**src/rtl/dmem_arb_pkg.sv**
```systemverilog
// Shared types and constants for the data-memory arbiter.
package dmem_arb_pkg;

    typedef enum logic {
        REQ_CORE   = 1'b0,
        REQ_LOADER = 1'b1
    } req_id_e;

    localparam int DEF_MAX_BURST = 4;
    localparam int STAT_W        = 16;
    localparam int BURST_W       = 4;

    // Increment that sticks at all-ones instead of wrapping.
    function automatic logic [STAT_W-1:0] sat_inc(input logic [STAT_W-1:0] v,
                                                  input logic              en);
        if (en && (v != {STAT_W{1'b1}})) begin
            return v + 1'b1;
        end
        return v;
    endfunction

endpackage

```
**src/rtl/dmem_arb_stats.sv**
```systemverilog
// Saturating grant/conflict counters for the data-memory arbiter.
// Only instantiated when DMEM_ARB_STATS_EN is defined.
module dmem_arb_stats
    import dmem_arb_pkg::*;
(
    input  logic              clk,
    input  logic              reset,
    input  logic              r0_gnt,
    input  logic              r1_gnt,
    input  logic              conflict,
    output logic [STAT_W-1:0] r0_grant_cnt,
    output logic [STAT_W-1:0] r1_grant_cnt,
    output logic [STAT_W-1:0] conflict_cnt
);

    logic [STAT_W-1:0] r0_cnt_q, r0_cnt_d;
    logic [STAT_W-1:0] r1_cnt_q, r1_cnt_d;
    logic [STAT_W-1:0] cf_cnt_q, cf_cnt_d;

    // Next-count: each counter advances on its event and holds at 0xFFFF.
    always_comb begin
        r0_cnt_d = sat_inc(r0_cnt_q, r0_gnt);
        r1_cnt_d = sat_inc(r1_cnt_q, r1_gnt);
        cf_cnt_d = sat_inc(cf_cnt_q, conflict);
    end

    // Counter registers, cleared by synchronous reset.
    always_ff @(posedge clk) begin
        if (!reset) begin
            r0_cnt_q <= '0;
            r1_cnt_q <= '0;
            cf_cnt_q <= '0;
        end else begin
            r0_cnt_q <= r0_cnt_d;
            r1_cnt_q <= r1_cnt_d;
            cf_cnt_q <= cf_cnt_d;
        end
    end

    assign r0_grant_cnt = r0_cnt_q;
    assign r1_grant_cnt = r1_cnt_q;
    assign conflict_cnt = cf_cnt_q;

endmodule

```
**src/rtl/dmem_arbiter.sv**
```systemverilog
// Two-requester arbiter in front of the single-port data memory.
// The core wins by default; the loader is served after MAX_BURST contested
// core grants. Define DMEM_ARB_STATS_EN to add grant/conflict counters.
module dmem_arbiter
    import dmem_arb_pkg::*;
#(
    parameter int ADDR_W    = 8,
    parameter int DATA_W    = 8,
    parameter int MAX_BURST = DEF_MAX_BURST
) (
    input  logic              clk,
    input  logic              reset,
    input  logic              r0_req,
    input  logic              r0_we,
    input  logic [ADDR_W-1:0] r0_addr,
    input  logic [DATA_W-1:0] r0_wdata,
    output logic              r0_gnt,
    output logic              r0_rvalid,
    output logic [DATA_W-1:0] r0_rdata,
    input  logic              r1_req,
    input  logic              r1_we,
    input  logic [ADDR_W-1:0] r1_addr,
    input  logic [DATA_W-1:0] r1_wdata,
    output logic              r1_gnt,
    output logic              r1_rvalid,
    output logic [DATA_W-1:0] r1_rdata,
`ifdef DMEM_ARB_STATS_EN
    output logic [STAT_W-1:0] r0_grant_cnt,
    output logic [STAT_W-1:0] r1_grant_cnt,
    output logic [STAT_W-1:0] conflict_cnt,
`endif
    output logic              mem_read,
    output logic              mem_write,
    output logic [ADDR_W-1:0] mem_addr,
    output logic [DATA_W-1:0] mem_wdata,
    input  logic [DATA_W-1:0] mem_rdata
);

    localparam logic [BURST_W-1:0] MAX_BURST_C = BURST_W'(MAX_BURST);

    logic [BURST_W-1:0] burst_cnt_q, burst_cnt_d;
    logic               rv0_q, rv1_q;
    req_id_e            winner;
    logic               gnt_any;

    // Grant decision: core first unless the loader has waited MAX_BURST grants.
    always_comb begin
        r0_gnt = 1'b0;
        r1_gnt = 1'b0;
        winner = REQ_CORE;
        if (reset) begin
            if (r0_req && (!r1_req || (burst_cnt_q < MAX_BURST_C))) begin
                r0_gnt = 1'b1;
            end else if (r1_req) begin
                r1_gnt = 1'b1;
                winner = REQ_LOADER;
            end
        end
    end

    assign gnt_any = r0_gnt | r1_gnt;

    // Memory port mux: winner's address/data/direction, all zero when idle.
    always_comb begin
        mem_read  = 1'b0;
        mem_write = 1'b0;
        mem_addr  = '0;
        mem_wdata = '0;
        if (gnt_any) begin
            case (winner)
                REQ_CORE: begin
                    mem_addr  = r0_addr;
                    mem_wdata = r0_wdata;
                    mem_write = r0_we;
                    mem_read  = ~r0_we;
                end
                default: begin
                    mem_addr  = r1_addr;
                    mem_wdata = r1_wdata;
                    mem_write = r1_we;
                    mem_read  = ~r1_we;
                end
            endcase
        end
    end

    // Burst counter: counts contested core grants, restarts whenever the
    // loader is served or stops asking, and never passes MAX_BURST.
    always_comb begin
        burst_cnt_d = burst_cnt_q;
        if (!r1_req || r1_gnt) begin
            burst_cnt_d = '0;
        end else if (r0_gnt && (burst_cnt_q < MAX_BURST_C)) begin
            burst_cnt_d = burst_cnt_q + 1'b1;
        end
    end

    // Burst counter and read-return pipeline flags.
    always_ff @(posedge clk) begin
        if (!reset) begin
            burst_cnt_q <= '0;
            rv0_q       <= 1'b0;
            rv1_q       <= 1'b0;
        end else begin
            burst_cnt_q <= burst_cnt_d;
            rv0_q       <= r0_gnt & ~r0_we;
            rv1_q       <= r1_gnt & ~r1_we;
        end
    end

    // Read data is steered to whichever requester owns the returning read.
    assign r0_rvalid = rv0_q & reset;
    assign r1_rvalid = rv1_q & reset;
    assign r0_rdata  = r0_rvalid ? mem_rdata : '0;
    assign r1_rdata  = r1_rvalid ? mem_rdata : '0;

`ifdef DMEM_ARB_STATS_EN
    dmem_arb_stats u_stats (
        .clk          (clk),
        .reset        (reset),
        .r0_gnt       (r0_gnt),
        .r1_gnt       (r1_gnt),
        .conflict     (r0_req & r1_req),
        .r0_grant_cnt (r0_grant_cnt),
        .r1_grant_cnt (r1_grant_cnt),
        .conflict_cnt (conflict_cnt)
    );
`endif

endmodule

```
**config.mk**
```make
export PLATFORM = sky130hd
export DESIGN_NAME = dmem_arbiter
export DESIGN_NICKNAME = d
export VERILOG_FILES = /design/src/rtl/dmem_arb_pkg.sv /design/src/rtl/dmem_arb_stats.sv /design/src/rtl/dmem_arbiter.sv
export SDC_FILE = /design/constraint.sdc
export NUM_CORES = 1
export LEC_CHECK = 0
export BUFFER_PORTS_ARGS = -buffer_cell sky130_fd_sc_hd__buf_2
export CORE_MARGIN = 2
export CORE_UTILIZATION = 27
export CTS_CLUSTER_DIAMETER = 30
export CTS_CLUSTER_SIZE = 10
export DETAILED_ROUTE_END_ITERATION = 12
export PLACE_DENSITY = 0.78
export SLEW_MARGIN = 25
export SYNTH_ARGS = -nofsm -noshare
export SYNTH_HDL_FRONTEND = slang
export SYNTH_SLANG_ARGS = --single-unit
```
**constraint.sdc**
```tcl
create_clock -name clk -period 1.2 [get_ports clk]
set_input_delay 0 -clock clk [delete_from_list [all_inputs] [get_ports clk]]
set_output_delay 0 -clock clk [all_outputs]
set_load 0.005 [all_outputs]
```
# Word level (Yosys, flattened, before mapping)
# Index checks and enable logic that the tools add are counted.
[word_totals]
out_inout_bits = 38
mem_bits_rw = 0
romBits = 0
ff_bits = 6
elab_cells = 34
n_memories = 0
in_bits = 46
latch_bits = 0
[op_classes]
n_mul = 0
div_mod_pow = 0
n_shift = 0
n_lt_le_gt_ge = 1
n_addsub = 1
mux = 15
bitwise_logic = 8
eq_ne = 0
reduce_logical = 6
[ops]
columns = ["cell", "n"]
rows = [
  ["8-bit 2-to-1 mux", 6],
  ["1-bit 2-to-1 mux", 9],
  ["4-bit by 1-bit adder with 4-bit output, second input constant", 1],
  ["1-bit AND", 4],
  ["4-bit by 3-bit < comparator with 1-bit output, second input constant", 1],
  ["1-bit NOT", 3],
  ["1-bit logical AND", 2],
  ["1-bit logical OR", 2],
  ["2-bit OR reduction", 1],
  ["1-bit logical NOT", 1],
  ["1-bit OR", 1],
]

# Logic depth before layout (Yosys ltp)
[depth]
depth_word = 7
ltp_mapped = 5
depth_no_buf = 4

# Worst setup path after synthesis
# Ideal clock, no wire load.
[synth_timing]
kind = "reg2out"
start = "reg burst_cnt_q[2]"
end = "out mem_addr[0]"
t_arrival_ps = 1013
stages_incl_launch_ff = 6
slack_ps = 187
required_ps = 1200
n_path_buf = 1
path_cell_list = "dfxtp_1 o21ai_1 nand3_2 inv_2 buf_6 a22o_1"
[synth_between]
elab_chain_cells = 7
elab_cells_between_ends = 10
cone_classes = "1 x order compare; 6 x mux; 1 x bitwise; 2 x reduce/logical"
[synth_rtl]
columns = ["item", "line", "rtl"]
rows = [
  ["start: declaration", "dmem_arbiter.sv:41", "logic [BURST_W-1:0] burst_cnt_q, burst_cnt_d;"],
  ["start signal: assignment", "dmem_arbiter.sv:105", "burst_cnt_q <= burst_cnt_d;"],
  ["4-bit by 3-bit < comparator with 1-bit output", "dmem_arbiter.sv:52", "if (r0_req && (!r1_req || (burst_cnt_q < MAX_BURST_C))) begin"],
  ["1-bit logical OR", "dmem_arbiter.sv:52", ""],
  ["1-bit logical AND", "dmem_arbiter.sv:52", ""],
  ["1-bit 2-to-1 mux", "dmem_arbiter.sv:52", ""],
  ["1-bit 2-to-1 mux", "dmem_arbiter.sv:51", "if (reset) begin"],
  ["named net r0_gnt", "dmem_arbiter.sv:17", "output logic r0_gnt,"],
  ["1-bit OR", "dmem_arbiter.sv:61", "assign gnt_any = r0_gnt | r1_gnt;"],
  ["8-bit 2-to-1 mux", "dmem_arbiter.sv:69", "if (gnt_any) begin"],
  ["end: declaration", "dmem_arbiter.sv:34", "output logic [ADDR_W-1:0] mem_addr,"],
]
# The timed path passes the listed nets, and every way through them passes these cells.

# Worst setup path after layout
[layout_timing]
start = "reg burst_cnt_q[2]"
end = "out mem_wdata[5]"
[layout_between]
elab_chain_cells = 7
elab_cells_between_ends = 10
cone_classes = "1 x order compare; 6 x mux; 1 x bitwise; 2 x reduce/logical"
[layout_rtl]
columns = ["item", "line", "rtl"]
rows = [
  ["4-bit by 3-bit < comparator with 1-bit output *", "dmem_arbiter.sv:52", ""],
  ["1-bit logical OR *", "dmem_arbiter.sv:52", ""],
  ["1-bit logical AND *", "dmem_arbiter.sv:52", ""],
  ["1-bit 2-to-1 mux", "dmem_arbiter.sv:52", ""],
  ["1-bit 2-to-1 mux", "dmem_arbiter.sv:51", ""],
  ["8-bit 2-to-1 mux or 1-bit OR (tied branches)", "dmem_arbiter.sv:70, dmem_arbiter.sv:61", ""],
  ["8-bit 2-to-1 mux *", "dmem_arbiter.sv:69", ""],
  ["end: declaration", "dmem_arbiter.sv:35", "output logic [DATA_W-1:0] mem_wdata,"],
]
# Mark *: on every way between the ends. The rest lies on a longest branch, timed or not.

==> qor.yml <==
outcome: "finished with violations"
violations: "negative setup slack"
dpl.hpwl_mm: 1.81
synthTopCellsByArea: "a22o_1, dfxtp_1, and3_1, and2_1, buf_6"
layout_common_cells: "buf_2, a22o_1, and3_1"
hold_viol_final: 0
cts.sinks: 6
synth.net_count: 110
synth_top_area_frac: 0.269
fin_nets: 203
tns_ns: -2.38
antenna_found_initial: 0
die_x_um: 48.0
timing_worst_setup_path_type: "flip-flop to output port"
htreeDepth: 1
min_path_type: "primary input to flip-flop"
firstDrtPassIters: 3
final_layout_size_suffix_gt1_frac: 0.662
clk_pin_slew_ns: 0.04
num_antenna_cells: 0
rsz0062_at_grt: "true"
avgSynthCellArea_sq_um: 8.28
cellPowerDensity_nw_per_um2: 598
fillCellCount: 185
setup_violations: 18
stdcell_area_sq_um: 1080
final_cells: 179
fmax_ghz: 0.736
port_buffers: 83
layout_commonest_cell: "buf_2"
start_util: 0.296
fin_crit_sh: 1.13
cp-end-kind: "output port"
cts_tree: "yes"
cp.required_ns: 1.20
grt_max_degree: 21
placed_area_sq_um: 953
ys.warnings.count: 0
ant_nets: 0
cts.path.max_buffers: 2
synth_largest_area_cell: "a22o_1"
start_kind: "flip-flop"
multi_input_area_sq_um: 419
vias: 877
cts_buffers: 3
ir_drop_mv: 0.526
grt.overflow.total: 0
routabilityCongestion: 0.697
ys_seq_elements: 6
die_area_sq_um: 2300
period_minus_slack_ns: 1.36
grt_use_total: 0.195
root_buffer: "clkbuf_4"
cap_viol_max_count: 0
dp.cells: 169
totalWireLength_mm: 2.39
synthCells: 63
grt_pass1_wl_mm: 3.14
io_pins: 84
drv_slew: 0
area_growth_pct: 107
drcViolationCount: 0
drt_iter0_markers: 7
crit_arrival_ns: 1.36
viasPerCell: 4.90
finalClockSkew_ns: 0.00443
core_sq_um: 1760
rows: 15
synth.distinct_cells: 21
seq_area_sq_um: 128
insertion_delay_ns: 0.24
power.leakage_nw: 0.697
die_y_um: 48.0
setup_slack_ns: -0.158
ys_seq_area_frac: 0.230
grt_pass1_vias: 788
synth.cell_area_sq_um: 522
critPathMaxFanout: 5
wire_per_inst_um: 13.3
## cell families after synthesis
group | share of synthesized area
AO/OA/AOI/OAI | 0.302
adder cells (fa/ha/maj) | 0.0240
buffers and inverters | 0.0647
flip-flops | 0.230
other | 0.00719
AND/OR/NAND/NOR | 0.372
## layer usage
layer	global-route usage	wire length [um]
met3	0.0642	231
met5	0	0
met1	0.177	891
met2	0.408	1260
met4	0.0378	0
## through the flow
| stage | worst slack [ns] | util | hold slack, ns | power (mW) |
|---|---|---|---|---|
| 3_3_place_gp | -0.0391 | 0.540 | 0.198 | 0.434 |
| 6_report | -0.158 | 0.613 | 0.0738 | 0.647 |
| 5_1_grt | -0.198 | 0.613 | 0.0766 | 0.697 |
| 2_1_floorplan | 0.187 | - | 0.0649 | 0.304 |
| 3_5_place_dp | -0.112 | 0.540 | 0.195 | 0.439 |
| 4_1_cts | -0.147 | 0.615 | 0.0701 | 0.660 |
## final cells by class
| class | instances | area share |
|---|---|---|
| Timing Repair inverter | 1 | 0.00578 |
| Multi-Input combinational cell | 54 | 0.387 |
| Clock buffer | 3 | 0.0208 |
| Tap cell | 25 | 0.0289 |
| Sequential cell | 6 | 0.118 |
| Inverter | 1 | 0.00809 |
| Timing Repair Buffer | 89 | 0.431 |
## repair_timing
| action | in CTS | in global routing |
|---|---|---|
| hold buffers | 1 | 0 |
| setup buffers | 4 | 0 |
| endpoints found under the setup margin | 19 | 19 |
| pin swaps | 5 | 2 |
| gates resized for setup | 16 | 1 |
| hold endpoints to repair | 1 | 0 |
| cloned | 2 | 1 |
## sequential cells by signal (all words and copies together), names as in the netlist
name and count:
burst_cnt_q 4, rv0_q 1, rv1_q 1
## worst paths after layout
check | cells after the start | slack [ns] | endpoint | start
max reg2reg | 4 | 0.19 | rv1_q | burst_cnt_q[2]
min reg2reg | 1 | 0.44 | burst_cnt_q[0] | burst_cnt_q[0]
min | 3 | 0.07 | burst_cnt_q[0] | reset
max | 5 | -0.16 | mem_wdata[5] | burst_cnt_q[2]
## critical path, cell delays in order, from the launching register on
cell     delay, ns
dfxtp_4       0.36
nor3b_4       0.22
buf_6         0.16
nor2_4        0.05
a22o_1        0.21
buf_2         0.13
## power breakdown
part | internal (mW) | switching (mW)
sequential | 0.202 | 0.00751
combinational | 0.144 | 0.116
clock | 0.113 | 0.0644
## cells in the mapped netlist
cell	count
nor3b_2	1
nor2_2	1
nor3_1	2
o21bai_1	1
nor4_1	1
nand3_2	1
nor2_1	1
o21ai_0	1
nand4_1	1
inv_2	1
nand3_1	2
conb_1	1
o21ai_1	1
and2_1	4
nand2_1	1
a22o_1	16
buf_6	2
clkbuf_1	2
ha_1	1
and3_1	16
dfxtp_1	6
Note: power is estimated with default switching activity, not from simulation.
